**config.mk**
```make
export PLATFORM = sky130hd
export DESIGN_NAME = game_system_controller
export DESIGN_NICKNAME = d
export VERILOG_FILES = /design/src/rtl/sysctrl_pkg.sv /design/src/rtl/sysctrl_timer.sv /design/src/rtl/game_system_controller.sv
export SDC_FILE = /design/constraint.sdc
export NUM_CORES = 1
export LEC_CHECK = 0
export CAP_MARGIN = 20
export CORE_MARGIN = 3
export CORE_UTILIZATION = 30
export CTS_CLUSTER_DIAMETER = 100
export DETAILED_ROUTE_END_ITERATION = 16
export PLACE_DENSITY = 0.5
export SETUP_SLACK_MARGIN = 0.02
export SLEW_MARGIN = 20
export SYNTH_ARGS = -nofsm -noshare
export SYNTH_HDL_FRONTEND = slang
export SYNTH_SLANG_ARGS = --single-unit
```
**constraint.sdc**
```tcl
create_clock -name clk -period 1.8 [get_ports clk]
set_clock_uncertainty 0.1 [all_clocks]
set_input_delay 0.18 -clock clk [delete_from_list [all_inputs] [get_ports clk]]
set_output_delay 0.18 -clock clk [all_outputs]
set_load 0.03 [all_outputs]
```
**src/rtl/sysctrl_pkg.sv**
```systemverilog
// Shared definitions for the game system controller: state encodings and default key codes.
package sysctrl_pkg;

    typedef enum logic [2:0] {
        S_RESET       = 3'd0,
        S_IDLE        = 3'd1,
        S_WAIT_KEY    = 3'd2,
        S_GAME_ACTIVE = 3'd3,
        S_PAUSED      = 3'd4,
        S_GAME_OVER   = 3'd5
    } state_e;

    localparam int unsigned STATE_W_DEF   = 8;
    localparam logic [3:0]  KEY_PAUSE_DEF = 4'hE;
    localparam logic [3:0]  KEY_ABORT_DEF = 4'hF;

endpackage

```
**src/rtl/sysctrl_timer.sv**
```systemverilog
// Saturating up-counter with synchronous clear, count enable and terminal-count compare.
module sysctrl_timer #(
    parameter int unsigned Width = 8
) (
    input  logic             clk,
    input  logic             rst_n,
    input  logic             clr_i,
    input  logic             en_i,
    input  logic [Width-1:0] limit_i,
    output logic             tc_o
);

    logic [Width-1:0] cnt_q, cnt_d;

    always_comb begin
        cnt_d = cnt_q;
        if (clr_i) begin
            cnt_d = '0;
        end else if (en_i && (cnt_q != {Width{1'b1}})) begin
            cnt_d = cnt_q + Width'(1);
        end
    end

    always_ff @(posedge clk or negedge rst_n) begin
        if (!rst_n) begin
            cnt_q <= '0;
        end else begin
            cnt_q <= cnt_d;
        end
    end

    assign tc_o = (cnt_q == limit_i);

endmodule

```
**src/rtl/game_system_controller.sv**
```systemverilog
// Top-level system FSM: game selection, start, pause/resume, abort and game-over hold.
// Optional inactivity auto-pause in GAME_ACTIVE is enabled by defining SYSCTRL_WATCHDOG_EN.
module game_system_controller
    import sysctrl_pkg::*;
#(
    parameter int unsigned     KEY_W          = 4,
    parameter int unsigned     STATE_W        = STATE_W_DEF,
    parameter int unsigned     NUM_GAMES      = 4,
    parameter logic [KEY_W-1:0] KEY_PAUSE     = KEY_W'(KEY_PAUSE_DEF),
    parameter logic [KEY_W-1:0] KEY_ABORT     = KEY_W'(KEY_ABORT_DEF),
    parameter int unsigned     PAUSE_TIMEOUT  = 1000,
    parameter int unsigned     OVER_HOLD      = 50,
    parameter int unsigned     ACTIVE_TIMEOUT = 5000,
    localparam int unsigned    SEL_W          = (NUM_GAMES > 1) ? $clog2(NUM_GAMES) : 1
) (
    input  logic               clk,
    input  logic               rst_n,
    input  logic               key_valid,
    input  logic [KEY_W-1:0]   key_code,
    input  logic               game_done,
    output logic [SEL_W-1:0]   game_sel,
    output logic               game_start,
    output logic               game_enable,
    output logic               paused,
    output logic [STATE_W-1:0] state
);

    localparam int unsigned TMR_MAX_PO = (PAUSE_TIMEOUT > OVER_HOLD) ? PAUSE_TIMEOUT : OVER_HOLD;
    localparam int unsigned TMR_MAX    = (TMR_MAX_PO > ACTIVE_TIMEOUT) ? TMR_MAX_PO : ACTIVE_TIMEOUT;
    localparam int unsigned TMR_W      = $clog2(TMR_MAX + 1);

    localparam logic [TMR_W-1:0] PT_TC = TMR_W'(PAUSE_TIMEOUT - 1);
    localparam logic [TMR_W-1:0] OH_TC = TMR_W'(OVER_HOLD - 1);
`ifdef SYSCTRL_WATCHDOG_EN
    localparam logic [TMR_W-1:0] AT_TC = TMR_W'(ACTIVE_TIMEOUT - 1);
`endif
    localparam logic [KEY_W-1:0] NUM_GAMES_K = KEY_W'(NUM_GAMES);

    state_e           state_q, state_d;
    logic [SEL_W-1:0] sel_q, sel_d;
    logic             start_q, start_d;
    logic             enable_q, paused_q;

    logic             tmr_clr, tmr_en, tmr_tc;
    logic [TMR_W-1:0] tmr_limit;

    logic key_sel, key_pause, key_abort;

    assign key_sel   = key_valid && (key_code != '0) && (key_code <= NUM_GAMES_K);
    assign key_pause = key_valid && (key_code == KEY_PAUSE);
    assign key_abort = key_valid && (key_code == KEY_ABORT);

    always_comb begin
        state_d   = state_q;
        sel_d     = sel_q;
        start_d   = 1'b0;
        tmr_clr   = 1'b1;
        tmr_en    = 1'b0;
        tmr_limit = '0;

        unique case (state_q)
            S_RESET:    state_d = S_IDLE;
            S_IDLE:     state_d = S_WAIT_KEY;
            S_WAIT_KEY: begin
                if (key_sel) begin
                    state_d = S_GAME_ACTIVE;
                    sel_d   = SEL_W'(key_code - KEY_W'(1));
                    start_d = 1'b1;
                end
            end
            S_GAME_ACTIVE: begin
`ifdef SYSCTRL_WATCHDOG_EN
                // Any key restarts the inactivity count
                tmr_clr   = key_valid;
                tmr_en    = 1'b1;
                tmr_limit = AT_TC;
`endif
                if (game_done || key_abort) begin
                    state_d = S_GAME_OVER;
                end else if (key_pause) begin
                    state_d = S_PAUSED;
`ifdef SYSCTRL_WATCHDOG_EN
                end else if (!key_valid && tmr_tc) begin
                    state_d = S_PAUSED;
`endif
                end
            end
            S_PAUSED: begin
                tmr_clr   = 1'b0;
                tmr_en    = 1'b1;
                tmr_limit = PT_TC;
                if (key_abort) begin
                    state_d = S_GAME_OVER;
                end else if (key_pause) begin
                    state_d = S_GAME_ACTIVE;
                end else if (tmr_tc) begin
                    state_d = S_GAME_OVER;
                end
            end
            S_GAME_OVER: begin
                tmr_clr   = 1'b0;
                tmr_en    = 1'b1;
                tmr_limit = OH_TC;
                if (tmr_tc) begin
                    state_d = S_IDLE;
                end
            end
            default: state_d = S_RESET;
        endcase

        // Timer always starts from zero in the first cycle of a new state
        if (state_d != state_q) begin
            tmr_clr = 1'b1;
        end
    end

    sysctrl_timer #(
        .Width (TMR_W)
    ) u_timer (
        .clk     (clk),
        .rst_n   (rst_n),
        .clr_i   (tmr_clr),
        .en_i    (tmr_en),
        .limit_i (tmr_limit),
        .tc_o    (tmr_tc)
    );

    always_ff @(posedge clk or negedge rst_n) begin
        if (!rst_n) begin
            state_q  <= S_RESET;
            sel_q    <= '0;
            start_q  <= 1'b0;
            enable_q <= 1'b0;
            paused_q <= 1'b0;
        end else begin
            state_q  <= state_d;
            sel_q    <= sel_d;
            start_q  <= start_d;
            enable_q <= (state_d == S_GAME_ACTIVE);
            paused_q <= (state_d == S_PAUSED);
        end
    end

    assign game_sel    = sel_q;
    assign game_start  = start_q;
    assign game_enable = enable_q;
    assign paused      = paused_q;
    assign state       = STATE_W'(state_q);

endmodule

```
# Word-level counts from Yosys, hierarchy flattened
# Cells that the tools add are included.
# Widths: inputs -> output; s select.
op_classes:
  addsub: 2
  n_lt_le_gt_ge: 1
  eq_ne: 12
  muxes: 16
  n_reduce_logical: 11
op_table:
  columns: ["op", "count"]
  rows:
  - ["$mux 13", 2]
  - ["$mux 3", 7]
  - ["$pmux 10 s2", 1]
  - ["$pmux 3 s6", 1]
  - ["$add 13x1->13 const B", 1]
  - ["$eq 13x10->1", 1]
  - ["$ne 13x13->1 const B", 1]
  - ["$eq 3x2->1 const B", 3]
  - ["$eq 3x3->1 const B", 3]
  - ["$eq 4x4->1 const B", 2]
  - ["$logic_and 1x1->1", 5]
  - ["$mux 1", 5]
  - ["$le 4x3->1 const B", 1]
  - ["$reduce_bool 4->1", 1]
  - ["$eq 3x1->1 const B", 1]
  - ["$logic_not 3->1", 1]
  - ["$ne 3x3->1", 1]
  - ["$reduce_and 2->1", 1]
  - ["$reduce_bool 2->1", 1]
  - ["$reduce_or 2->1", 1]
  - ["$sub 2x1->2 const B", 1]
  - ["$logic_or 1x1->1", 1]
totals:
  ff_bits: 21
  input_bits: 8
  out_inout_bits: 13
  elab_cells: 48

# Logic depth before layout (Yosys ltp)
# Gate-level depths: netlist of the first run.
depth:
  word_depth: 10
  ltp_mapped: 7
  depth_no_buf: 7

# By module
# A second synthesis of the first run with hierarchy kept.
unflattened:
  hier_cells: 155
  area_unflattened_um2: 1452.6
by_module_without_submodules:
  columns: ["module", "instances", "cells_per_inst", "area_each_um2", "seq_area_each_um2"]
  rows:
  - ["sysctrl_timer", 1, 96, 924.6, 325.3]
  - ["game_system_controller", 1, 59, 528.0, 200.2]

# Worst setup path after synthesis of the first run
# No wires, ideal clock.
synth_path:
  path_type: "flip-flop to flip-flop"
  start: "register state_q[2]"
  end: "register u_timer.cnt_q[0]"
  setup_ns: 0.127
  arrival_ns: 1.671
  required_ns: 1.573
  slack_ns: -0.098
  path_stages_with_launch: 7
  n_path_buf: 1
  synth_period_minus_slack_ns: 1.898
  path_cell_list: "dfrtp_1 > nor2b_2 > buf_6 > mux2i_2 > a31oi_4 > o21ai_4 > nor2_1"
synth_between:
  elab_chain_cells: 10
  elab_cells_between_ends: 24
  classes_between: "eq/ne (7); mux (13); reduce/logical (4)"
synth_lines:
  columns: ["item", "line_no", "source"]
  rows:
  - ["from (decl)", "game_system_controller.sv:39", "state_e state_q, state_d;"]
  - ["from (signal assigned)", "game_system_controller.sv:136", "state_q <= state_d;"]
  - ["$eq 3x3->1", "game_system_controller.sv:61", "unique case (state_q)"]
  - ["$pmux 10 s2", "game_system_controller.sv:61", null]
  - ["$eq 13x10->1", "sysctrl_timer.sv:32", "assign tc_o = (cnt_q == limit_i);"]
  - ["$mux 3", "game_system_controller.sv:96", "end else if (tmr_tc) begin"]
  - ["$mux 3", "game_system_controller.sv:94", "end else if (key_pause) begin"]
  - ["$mux 3", "game_system_controller.sv:92", "if (key_abort) begin"]
  - ["$pmux 3 s6", "game_system_controller.sv:61", null]
  - ["$ne 3x3->1", "game_system_controller.sv:112", "if (state_d != state_q) begin"]
  - ["$mux 1", "game_system_controller.sv:112", null]
  - ["$mux 13 or $reduce_bool 2->1 (tied branches)", null, null]
  - ["to (signal assigned)", "sysctrl_timer.sv:28", "cnt_q <= cnt_d;"]
  - ["to (decl)", "sysctrl_timer.sv:13", "logic [Width-1:0] cnt_q, cnt_d;"]
# Several ways; a longest one is shown, not always the timed one.
# A chain may end at the register's enable or synchronous reset.

# Worst setup path in the final report of the first run
layout_path:
  start: "register u_timer.cnt_q[0]"
  end: "register enable_q, in the netlist game_enable"
layout_between:
  elab_chain_cells: 6
  elab_cells_between_ends: 7
  classes_between: "eq/ne (2); mux (5)"
layout_lines:
  columns: ["item", "line_no", "source"]
  rows:
  - ["$eq 13x10->1 (*)", "sysctrl_timer.sv:32", null]
  - ["$mux 3", "game_system_controller.sv:96", null]
  - ["$mux 3", "game_system_controller.sv:94", null]
  - ["$mux 3", "game_system_controller.sv:92", null]
  - ["$pmux 3 s6 (*)", "game_system_controller.sv:61", null]
  - ["named net state_d[0]", "game_system_controller.sv:39", null]
  - ["$eq 3x2->1 (*)", "game_system_controller.sv:139", "enable_q <= (state_d == S_GAME_ACTIVE);"]
  - ["to (signal assigned)", "game_system_controller.sv:139", null]
  - ["to (decl)", "game_system_controller.sv:42", "logic enable_q, paused_q;"]
# Mark *: on every way through the listed nets, which the timed path passes. The rest lies on a longest branch.

==> results summary, run 1 <==
The layer flagged by global routing as most heavily used is met2. The die span in x came out at 72.1 microns. The worst setup path category is register to register.

The unique cell type count in the Yosys netlist is 43. CTS placed an instance of sky130_fd_sc_hd__clkbuf_8 at the clock tree root. The critical path data required time came out at 1860 ps. The fraction of met2 tracks used by global routing is 20.6%. The library cells used most frequently in the layout, excluding fill and tap cells, are sky130_fd_sc_hd__buf_4 (29), sky130_fd_sc_hd__nor2_1 (17), sky130_fd_sc_hd__dfrtp_1 (15), sky130_fd_sc_hd__xnor2_1 (10), sky130_fd_sc_hd__clkdlybuf4s50_1 (10).

The multi-input combinational cells in the finished layout cover a total of 846 sq um. STA classifies the critical path endpoint as a register. The startpoint of the lowest-slack register-to-register path is u_timer.cnt_q[0]$_DFFE_PN0P_. The final sum of negative setup slack is 0 ps.

The met1 global-route usage is 17.4%. The filler cells instantiated in the layout total 392. The antenna diode instance count came out at 0. The fraction of layout instances using a drive strength above 1 came out at 38.9%. In this run the worst path has a maximum fanout of 4. In this run the number of H-tree levels came out at 1. The floorplan die area is 0.00520 sq mm. TritonCTS built the clock tree.

Clock latency on the worst-skew pair, taken at its later pin, is 270 ps. The number of vias per cell after detailed routing is 5.00. Counting every instance in the synthesized netlist gives 133. Summing over every cut layer, the via total after detailed routing is 1150.

The number of global-route vias before repair came out at 1153. The die is 72.1 microns tall. The HPWL after detailed placement is 2170 microns. The number of buffers on the longest clock path is 2.

Setup violations remaining at the end of the flow were counted as 0. The total CTS buffers is 3. The leakage power of the design is 0.793 nW. Hold is met by 154 ps. The register area came out at 533 sq um. The first global-routing pass estimated 5260 microns of wire. STA classifies the critical path startpoint as a register. Leaving out fill and tap cells, the most frequent cell in the layout is sky130_fd_sc_hd__buf_4.

Setup repair after global routing could not meet its margin everywhere. The area of the mapped netlist is 0.00131 sq mm. The critical register-to-register path endpoint is game_enable$_DFF_PN0_.

For the finished layout, the period the worst path requires is 1740 ps. The synthesized area divided by synthesized cell count came out at 9.87 sq um. In this run, the number of DRC markers left after iteration 0 of detailed routing was 32. From synthesis to final layout, the design area changed by 44.6%. The final weighted congestion of routability-driven global placement is 0.824. The worst register-to-register path has a depth of 7. Entering global routing, the biggest net connects 22 pins. The post-detailed-route wirelength per cell came out at 14.9 microns. The final core utilization came out at 46.1%. The number of antenna violations at the first check in global routing is 0. The tightest min-delay check is of the input pin to async pin type. IR analysis of the VDD net gives a maximum drop of 0.000466 V. The number of synthesis warnings is 0. The total detailed-routing wirelength came out at 3430 microns.

The data arrival time of the critical path is 1810 ps. In this run the power density over the cells is 1080 mW/mm^2. The number of top-level pins came out at 21. The final cycle utilization of the critical path came out at 96.9%. After synthesis, flip-flops and latches occupy 40.0% of the total area.

The total track usage is 12.7%. The max-slew violation total from the final report is 0. The clock sink count came out at 21. The flow ran to the end, and the final reports show no timing, DRC or antenna violations. The most used flip-flop cell after synthesis is sky130_fd_sc_hd__dfrtp_1.

The number of synthesized flops with an enable pin came out at 0. The worst slack at placement is -326 ps. Clock-pin slew was measured on the worst setup and hold paths at 80 ps.

The sum of overflow across all layers after global routing is 0. The slack of the critical path came out at 55.6 ps. The floorplan step defined a core boundary enclosing 0.00412 sq mm. The number of endpoints with negative hold slack in the final report came out at 0. The detailed-router iteration count before antenna repair came out at 4. The post-synthesis register bit count is 21.

The DRC violations left came out at 0. The antenna violation net count after detailed routing is 0. The count of maximum capacitance violations is 0. The maximum operating frequency is 573 MHz. The initial standard-cell utilization of the core is 31.9%.

The count of input and output buffers came out at 15. For this run, the post-layout net count is 193. After floorplanning, the core was divided into 23 placement rows.

After synthesis, the share of flip-flops with an asynchronous set or reset is 100%. The internal reg-to-reg setup slack is 60 ps. The met3 track utilization from global routing is 1.80%.
## per-layer routing
metal	vias up	share of wire, %
met5	-	0
met4	0	0.96
met3	4	4.0
met2	28	49
met1	564	46
li1	554	-
## state kept, by name, indices dropped and copies added (netlist names)
signal	cells
game_start	1
paused	1
game_enable	1
game_sel	2
u_timer.cnt_q	13
state_q	3
## cell usage after synthesis (2+ instances only)
cell type / instances / area (sq um)
sky130_fd_sc_hd__nand2b_1: 2 / 12.5
sky130_fd_sc_hd__nand2_1: 9 / 33.8
sky130_fd_sc_hd__o32ai_1: 2 / 17.5
sky130_fd_sc_hd__inv_1: 7 / 26.3
sky130_fd_sc_hd__o21ai_0: 3 / 15.0
sky130_fd_sc_hd__a21oi_1: 6 / 30.0
sky130_fd_sc_hd__nor3_1: 5 / 25.0
sky130_fd_sc_hd__buf_4: 5 / 37.5
sky130_fd_sc_hd__xnor2_1: 10 / 87.6
sky130_fd_sc_hd__nor2_1: 17 / 63.8
sky130_fd_sc_hd__dfrtp_1: 21 / 526
sky130_fd_sc_hd__nand4_1: 2 / 12.5
sky130_fd_sc_hd__ha_1: 4 / 50.1
sky130_fd_sc_hd__or2_2: 2 / 12.5
sky130_fd_sc_hd__nand3_1: 7 / 35.0
sky130_fd_sc_hd__nor4_1: 4 / 25.0
## worst max-delay path: stages (launching register included)
cell	delay, ps
sky130_fd_sc_hd__dfrtp_1	420
sky130_fd_sc_hd__buf_4	140
sky130_fd_sc_hd__buf_4	140
sky130_fd_sc_hd__nand2_1	100
sky130_fd_sc_hd__mux2i_4	100
sky130_fd_sc_hd__a31oi_4	350
sky130_fd_sc_hd__a2bb2oi_2	130
sky130_fd_sc_hd__and2_1	160
## timing repair
item	CTS	global route
pin swaps	2	11
cloned	1	0
gates resized for setup	5	26
hold buffers	0	0
buffers inserted	0	11
endpoints found under the hold margin	0	0
setup endpoints to repair	9	21
## stage by stage
stage,power (mW),std cells,cell area (sq um)
after global routing,2.16,230,1900
final,2.05,230,1900
after detailed placement,1.55,214,1630
after global placement,1.54,214,1630
after floorplan,1.20,137,1330
after CTS,1.90,219,1700
## worst max path at each step
stage	from	end	slack, ps
after global placement	key_code[0]	game_sel[0]$_DFFE_PN0P_	-300
after floorplan	state_q[2]$_DFF_PN0_	u_timer.cnt_q[0]$_DFFE_PN0P_	30
after detailed placement	key_code[0]	game_sel[1]$_DFFE_PN0P_	-330
final	u_timer.cnt_q[0]$_DFFE_PN0P_	game_enable$_DFF_PN0_	60
after CTS	u_timer.cnt_q[0]$_DFFE_PN0P_	u_timer.cnt_q[12]$_DFFE_PN0P_	8
after global routing	u_timer.cnt_q[5]$_DFFE_PN0P_	u_timer.cnt_q[5]$_DFFE_PN0P_	-7
## final cells by class
| type | count | share of cell area [%] |
|---|---|---|
| Timing Repair Buffer | 45 | 20.2 |
| Sequential cell | 21 | 28.1 |
| Multi-Input combinational cell | 103 | 44.6 |
| Clock inverter | 1 | 0.264 |
| Clock buffer | 3 | 2.18 |
| Inverter | 7 | 1.38 |
| Tap cell | 50 | 3.30 |
## cell families after synthesis
family,after synthesis,synth area share [%]
other,1,0.286
AO/OA/AOI/OAI,18,12.1
buffers and inverters,14,6.10
XOR/XNOR,11,7.34
AND/OR/NAND/NOR,62,28.5
adder cells (fa/ha/maj),4,3.81
flip-flops,21,40.0
multiplexers,2,1.81
## where the power goes
| part | switching, mW | internal, mW | total (mW) |
|---|---|---|---|
| combinational | 0.608 | 0.498 | 1.11 |
| sequential | 0.0668 | 0.563 | 0.630 |
| clock | 0.158 | 0.154 | 0.312 |
| total | 0.833 | 1.21 | 2.05 |
Power figures use the tool's default switching activity.
==> run 2: changes to the inputs <==
Settings changed: CELL_PAD_IN_SITES_DETAIL_PLACEMENT set to 1, CELL_PAD_IN_SITES_GLOBAL_PLACEMENT set to 2, DONT_BUFFER_PORTS set to 1, PLACE_DENSITY 0.5 to 0.62, SKIP_CTS_REPAIR_TIMING set to 1.
==> run 2 against run 1 <==
Net effect:
- wire length down 0.12%
- global-route usage up 0.75 points
- sequential share of layout area up 2.9 points
- register-to-register slack about the same
- critical endpoint is now u_timer.cnt_q[7]$_DFFE_PN0P_
==> results summary, run 2 (synthesis gave the netlist of run 1 again) <==
The flow ran to the end, and the final reports show no timing, DRC or antenna violations. The largest individual stage delay along the critical path comes from the cell sky130_fd_sc_hd__dfrtp_2. The worst hold path terminates at game_sel[1]$_DFFE_PN0P_. The library cell used most frequently in the layout, excluding fill and tap cells, is sky130_fd_sc_hd__buf_4.

The area of the core region was 0.00412 sq mm (unchanged). The net count of the finished layout came out at 177 (-8.3%). The detailed-router iteration count before antenna repair came out at 4 (unchanged).

The HPWL after detailed placement came out at 2440 microns (+12%). The number of buffers on the longest clock path is 2 (unchanged). The layout-stage area growth over the synthesis result came out at 31.1%. The hold-critical path depth came out at 3. The setup path with the least slack is of type register to register. The total detailed-routing wirelength is 3430 microns (-0.12%). The time the worst path needs with I/O delays and setup is 1730 ps (-12.4 ps).

The fraction of layout instances using a drive strength above 1 was 37.2% (-1.7 points). The final weighted congestion of routability-driven global placement was 0.738 (-10%). The critical path data required time is 1840 ps (-20 ps). The violation count after the first detailed-routing iteration is 34 (+6.3%). The power consumption is 1.86 mW (-9.1%). The switching share of power is 42.2% (+1.5 points). The worst setup path is captured at a register.

The switching power was 785 uW (-5.7%). The number of placement rows was 23 (unchanged). The antenna diode instance count was 0 (unchanged). The total met2 wirelength after detailed routing came out at 1780 microns (+5.2%). The hold path startpoint is key_code[1]. The internal reg-to-reg setup slack was 70 ps (about the same). The count of maximum capacitance violations came out at 0 (unchanged).

The final-report setup violation count is 0 (unchanged). The later-pin clock latency in the skew report is 260 ps (about the same). The combinational power share came out at 44.4% (-9.6 points). The maximum operating frequency came to 577 MHz (+0.72%). The DRC violations left came out at 0 (unchanged). In the layout the commonest cells are sky130_fd_sc_hd__buf_4 (23), sky130_fd_sc_hd__nor2_1 (17), sky130_fd_sc_hd__dfrtp_1 (15), sky130_fd_sc_hd__xnor2_1 (10), sky130_fd_sc_hd__nand2_1 (9).

The final standard cell area without fillers came out at 0.00172 sq mm (-9.4%). The sequential group share of total power is 38.9% (+8.1 points). The sum of overflow across all layers after global routing came out at 0 (unchanged).

The startpoint class of the critical path is a register. The clock tree root driver cell is sky130_fd_sc_hd__clkbuf_8. The maximum number of pins on one net before global-route repair is 22 (unchanged). The first-pass GRT wire length is 5520 microns (+5.0%). The clock-pin transition on the worst setup and hold timing paths is 80 ps (about the same). The total track usage came out at 13.4% (+0.75 points). The vertical extent of the die was 72.1 microns (unchanged). The detailed-route via count is 1104 (-4.0%). The number of top-level pins is 21 (unchanged). The post-detailed-route wirelength per cell was 16.0 microns (+7.4%). The clock sink count is 21 (unchanged). The register area is 533 sq um (unchanged). The area occupied by multi-input gates is 807 sq um (-4.6%). The highest layer touched by signal routing is met4.

The die span in x came to 72.1 microns (unchanged). The internal cell power came out at 1.08 mW (-11%). The number of antenna violations at the first check in global routing is 0 (unchanged). The initial standard-cell utilization of the core came to 31.9% (unchanged). The signal on the critical path passes through nand4bb_1, o221ai_2, a31oi_4, o21ai_4, nor2_1. The largest stage delay on the critical path came to 460 ps (+40 ps). The detailed-routed wire length on met3 was 135 microns (-0.74%).

The number of flip-flops in the largest register is 13 (unchanged). The antenna violation net count after detailed routing came out at 0 (unchanged). The leakage power of the design came to 0.700 nW (-12%).

The met1 layer wirelength in the final routing is 1500 microns (-4.8%). The min-delay analysis places its worst path in the category input pin to register. The floorplan die area is 0.00520 sq mm (unchanged).

The worst register-to-register path ends at u_timer.cnt_q[7]$_DFFE_PN0P_. The register name with the most flops is u_timer.cnt_q. The highest fanout seen on the critical path came out at 8 (+4). The maximum ir drop on the vdd rail came out at 0.000343 V (-26%). The number of filler instances in the final layout is 455 (+16%).

The power density over cell area came out at 1080 mW/mm^2 (+0.30%). The max-slew violation total from the final report came out at 0 (unchanged). The number of endpoints with negative hold slack in the final report is 0 (unchanged).

The number of cell instances on the worst register-to-register path is 5 (-2). The data arrival time of the critical path was 1780 ps (-30 ps). The number of vias per cell after detailed routing came out at 5.16 (+3.2%).

The share of total power in the clock network is 16.7% (+1.4 points). The count of H-tree levels built during CTS is 1 (unchanged). The count of input and output buffers came out at 0 (-15). The final cycle utilization of the critical path is 96.2% (-0.69 points). TritonCTS built the clock tree.

The final sum of negative setup slack is 0 ps (unchanged). The total CTS buffers is 3 (unchanged). The startpoint identified for the worst register-to-register timing path is state_q[0]$_DFF_PN0_. The final-layout worst hold slack came out at 86.6 ps (-67.3 ps). The post-placement cell area came out at 0.00145 sq mm (-11%). The number of global-route vias before repair is 1192 (+3.4%).
run 2: cell types whose count changed in the layout (fill, tap and decap cells not counted), moves of 2 or more:
| cell | change |
|---|---|
| sky130_fd_sc_hd__clkdlybuf4s50_1 | -10 |
| sky130_fd_sc_hd__buf_4 | -6 |
| sky130_fd_sc_hd__a21oi_1 | +4 |
| sky130_fd_sc_hd__a21oi_2 | -4 |
| sky130_fd_sc_hd__dlymetal6s2s_1 | -3 |
| sky130_fd_sc_hd__buf_6 | +2 |
| sky130_fd_sc_hd__dlygate4sd2_1 | -2 |
| sky130_fd_sc_hd__dlygate4sd3_1 | +2 |
run 2: stage by stage:
stage | utilization [%] | std cells | worst slack, ps
3_3_place_gp | 35.3 | 195 | 36.4
4_1_cts | 36.4 | 199 | 7.03
6_report | 41.8 | 214 | 68.1
2_1_floorplan | - | 137 | 32.5
5_1_grt | 41.8 | 214 | -28.3
3_5_place_dp | 35.3 | 195 | 16.9
run 2: worst max-delay path by stage:
stage	from	endpoint	slack, ps	cells past startpoint
3_5_place_dp	u_timer.cnt_q[0]$_DFFE_PN0P_	u_timer.cnt_q[8]$_DFFE_PN0P_	20	7
3_3_place_gp	u_timer.cnt_q[0]$_DFFE_PN0P_	u_timer.cnt_q[10]$_DFFE_PN0P_	40	7
2_1_floorplan	state_q[2]$_DFF_PN0_	u_timer.cnt_q[0]$_DFFE_PN0P_	30	6
5_1_grt	state_q[0]$_DFF_PN0_	u_timer.cnt_q[0]$_DFFE_PN0P_	-30	5
4_1_cts	u_timer.cnt_q[0]$_DFFE_PN0P_	u_timer.cnt_q[8]$_DFFE_PN0P_	7	7
6_report	state_q[0]$_DFF_PN0_	u_timer.cnt_q[7]$_DFFE_PN0P_	70	5
run 2: power by group through the flow:
stage	clock network, mW	registers, mW	logic, mW
after floorplan	0	0.793	0.409
after global placement	0	0.733	0.620
after detailed placement	0	0.734	0.638
after CTS	0.323	0.725	0.641
after global routing	0.351	0.734	0.897
final	0.311	0.723	0.827
run 2: routing by layer:
layer	GRT usage [%]	up-vias
li1	-	519
met1	15.9	564
met2	24.5	19
met3	2.49	2
met4	3.97	0
met5	0	-
run 2: worst max-delay path, delay by kind of cell (launching register included):
kind	cells	cell delay, ps
compound gates	3	750
flops	1	460
simple gates	2	300
run 2: layout make-up:
type | count | area share (%)
multi-input cells | 103 | 46.9
well taps | 50 | 3.64
clock buffers | 4 | 2.62
inverters | 7 | 1.53
repair buffers | 29 | 14.3
flip-flops and latches | 21 | 31.0
==> run 3: changes to the inputs <==
Settings changed: CORE_MARGIN 3 to 2.
==> run 3 against run 2 <==
Net effect:
- core utilization shrank 1.4 points
- sequential power shrank 0.8%
- maximum frequency down 2.7%
- clock power is 4% higher
- power increased by 5.8%
- cell area up 0.95%
- worst setup slack got worse by 48 ps
- first-iteration DRC count decreased by 50%
==> results summary, run 3 (synthesis gave the netlist of run 1 again) <==
The flow ran to the end, and the final reports show no timing, DRC or antenna violations. The highest fanout seen on the critical path is 5 (-3). The violation count after the first detailed-routing iteration is 17 (-50%). The maximum ir drop on the vdd rail is 0.000333 V (-3.1%).

Following the worst setup path forward leads to its endpoint at u_timer.cnt_q[10]$_DFFE_PN0P_. The initial standard-cell utilization of the core is 30.6% (-1.3 points). The HPWL after detailed placement is 2400 microns (-1.7%). The switching power came out at 829 uW (+5.5%). TritonCTS built the clock tree.

The number of vias per cell after detailed routing is 4.99 (-3.3%). The final standard cell area without fillers came out at 0.00174 sq mm (+0.95%). The time the worst path needs with I/O delays and setup is 1780 ps (+48.1 ps).

The internal cell power is 1.14 mW (+5.9%). The worst setup path category is register to register. The number of filler instances in the final layout is 492 (+8.1%). The final weighted congestion of routability-driven global placement is 0.810 (+9.8%). The final cycle utilization of the critical path came out at 98.9% (+2.7 points). The number of placement rows is 24 (+4.3%). The detailed-route via count is 1068 (-3.3%).

The number of antenna violations at the first check in global routing came out at 0 (unchanged). The max-slew violation total from the final report came out at 0 (unchanged). The start point of the critical path is state_q[1]$_DFF_PN0_.

The detailed-router iteration count before antenna repair is 4 (unchanged). The total track usage is 14.4% (+0.96 points). The number of cell instances on the worst register-to-register path came out at 6 (+1). The total CTS buffers is 3 (unchanged). The register name with the most flops is u_timer.cnt_q. The placed instance count came to 197 (+1.0%).

In the layout the commonest cells are sky130_fd_sc_hd__buf_4 (21), sky130_fd_sc_hd__nor2_1 (17), sky130_fd_sc_hd__dfrtp_1 (16), sky130_fd_sc_hd__xnor2_1 (10), sky130_fd_sc_hd__nand2_1 (9). The startpoint class of the critical path is a register. The sequential group share of total power was 36.4% (-2.5 points). The clock sink count is 21 (unchanged). The maximum operating frequency came out at 562 MHz (-2.7%). The internal reg-to-reg setup slack is 20 ps (-50 ps).

The later-pin clock latency in the skew report came out at 270 ps (about the same). The floorplan die area is 0.00492 sq mm (-5.5%). The vertical extent of the die came out at 70.1 microns (-2.8%). The final cell count without fillers is 214 (unchanged). The worst slack at placement is -3.34 ps (-20.2 ps). The worst register-to-register path begins at state_q[1]$_DFF_PN0_. The number of endpoints with negative hold slack in the final report is 0 (unchanged). The clock-pin transition on the worst setup and hold timing paths is 80 ps (about the same). The slack of the critical path is 20.0 ps (-48.1 ps). Leaving out fill and tap cells, the most frequent cell in the layout is sky130_fd_sc_hd__buf_4. The final-report setup violation count was 0 (unchanged).

The min-delay analysis places its worst path in the category input pin to register. The root buffer cell chosen for the clock tree is sky130_fd_sc_hd__clkbuf_8. The final sum of negative setup slack is 0 ps (unchanged).

The number of top-level pins is 21 (unchanged). The post-placement cell area is 0.00145 sq mm (+0.17%). The power density over cell area came out at 1130 mW/mm^2 (+4.8%). From synthesis to final layout, the design area changed by 32.3%. The DRC violations left is 0 (unchanged). The fraction of layout instances using a drive strength above 1 was 38.3% (+1.1 points). The final core utilization is 40.4% (-1.4 points). The first-pass GRT wire length is 5430 microns (-1.6%). Setup repair after global routing could not meet its margin everywhere. The sum of overflow across all layers after global routing came out at 0 (unchanged).

The maximum number of pins on one net before global-route repair came to 22 (unchanged). The number of global-route vias before repair is 1082 (-9.2%). The count of maximum capacitance violations was 0 (unchanged). The total detailed-routing wirelength is 3620 microns (+5.5%).

The leakage power of the design came to 0.693 nW (-1.0%). The data arrival time of the critical path came to 1830 ps (+50 ps). The worst setup path is captured at a register. The net count of the finished layout is 175 (-1.1%). The number of flip-flops in the largest register came out at 13 (unchanged).

The count of input and output buffers came out at 0 (unchanged). The area of the core region came out at 0.00429 sq mm (+4.3%). The antenna violation net count after detailed routing came out at 0 (unchanged). The count of H-tree levels built during CTS is 1 (unchanged). The number of buffers on the longest clock path came to 2 (unchanged). The antenna diode instance count is 0 (unchanged). The post-detailed-route wirelength per cell was 16.9 microns (+5.5%).

The combinational power share came out at 47.1% (+2.7 points). The share of total power in the clock network came out at 16.5% (-0.2 points). The switching share of power came to 42.1% (-0.094 points). The critical path data required time is 1850 ps (about the same). In this run the critical register-to-register path is captured at u_timer.cnt_q[10]$_DFFE_PN0P_. The die span in x came out at 70.1 microns (-2.8%).
[run 3: changes by cell type in the layout (fill, tap and decap cells not counted), sizes merged]
cell,before,now
buf,27,25
[run 3: critical path, cell delays in order, from the launching register on]
cell,delay [ps]
sky130_fd_sc_hd__dfrtp_2,430
sky130_fd_sc_hd__nor2b_4,180
sky130_fd_sc_hd__buf_12,130
sky130_fd_sc_hd__mux2i_4,250
sky130_fd_sc_hd__a31oi_4,190
sky130_fd_sc_hd__o21ai_4,280
sky130_fd_sc_hd__nor2_1,90
[run 3: metrics by stage]
stage                     hold WS [ps]  power, mW
after floorplan                   -216       1.20
after global placement            -215       1.36
after detailed placement          -215       1.38
after CTS                         -511       1.71
after global routing              82.3       2.10
final                             73.5       1.97
[run 3: layer usage]
metal | up-vias | track usage (%) | part of all wire [%]
met1 | 524 | 18.3 | 44
li1 | 520 | - | -
met2 | 19 | 23.6 | 51
met4 | 0 | 6.84 | 1.9
met5 | - | 0 | 0
met3 | 5 | 2.60 | 3.7
[run 3: worst min-delay path by stage]
stage,start,end,slack [ps],cells after the start
2_1_floorplan,rst_n,game_enable$_DFF_PN0_,-220,0
3_3_place_gp,rst_n,state_q[0]$_DFF_PN0_,-220,0
3_5_place_dp,rst_n,state_q[0]$_DFF_PN0_,-220,0
4_1_cts,rst_n,state_q[2]$_DFF_PN0_,-510,0
5_1_grt,key_code[1],game_sel[1]$_DFFE_PN0P_,80,3
6_report,key_code[1],game_sel[1]$_DFFE_PN0P_,70,3
[run 3: power by group through the flow]
stage	Sequential [mW]	Clock, mW	Combinational [mW]
floorplan	0.793	0	0.409
global placement	0.732	0	0.624
detailed placement	0.742	0	0.640
CTS	0.733	0.337	0.645
global route	0.734	0.362	0.999
finish	0.717	0.324	0.927
[run 3: final cells by class]
class | instances | area, sq um | area share [%]
Timing Repair Buffer | 27 | 240 | 13.8
Sequential cell | 21 | 532 | 30.6
Inverter | 7 | 26.3 | 1.51
Multi-Input combinational cell | 103 | 828 | 47.7
Clock buffer | 4 | 45.0 | 2.59
Tap cell | 52 | 65.1 | 3.75
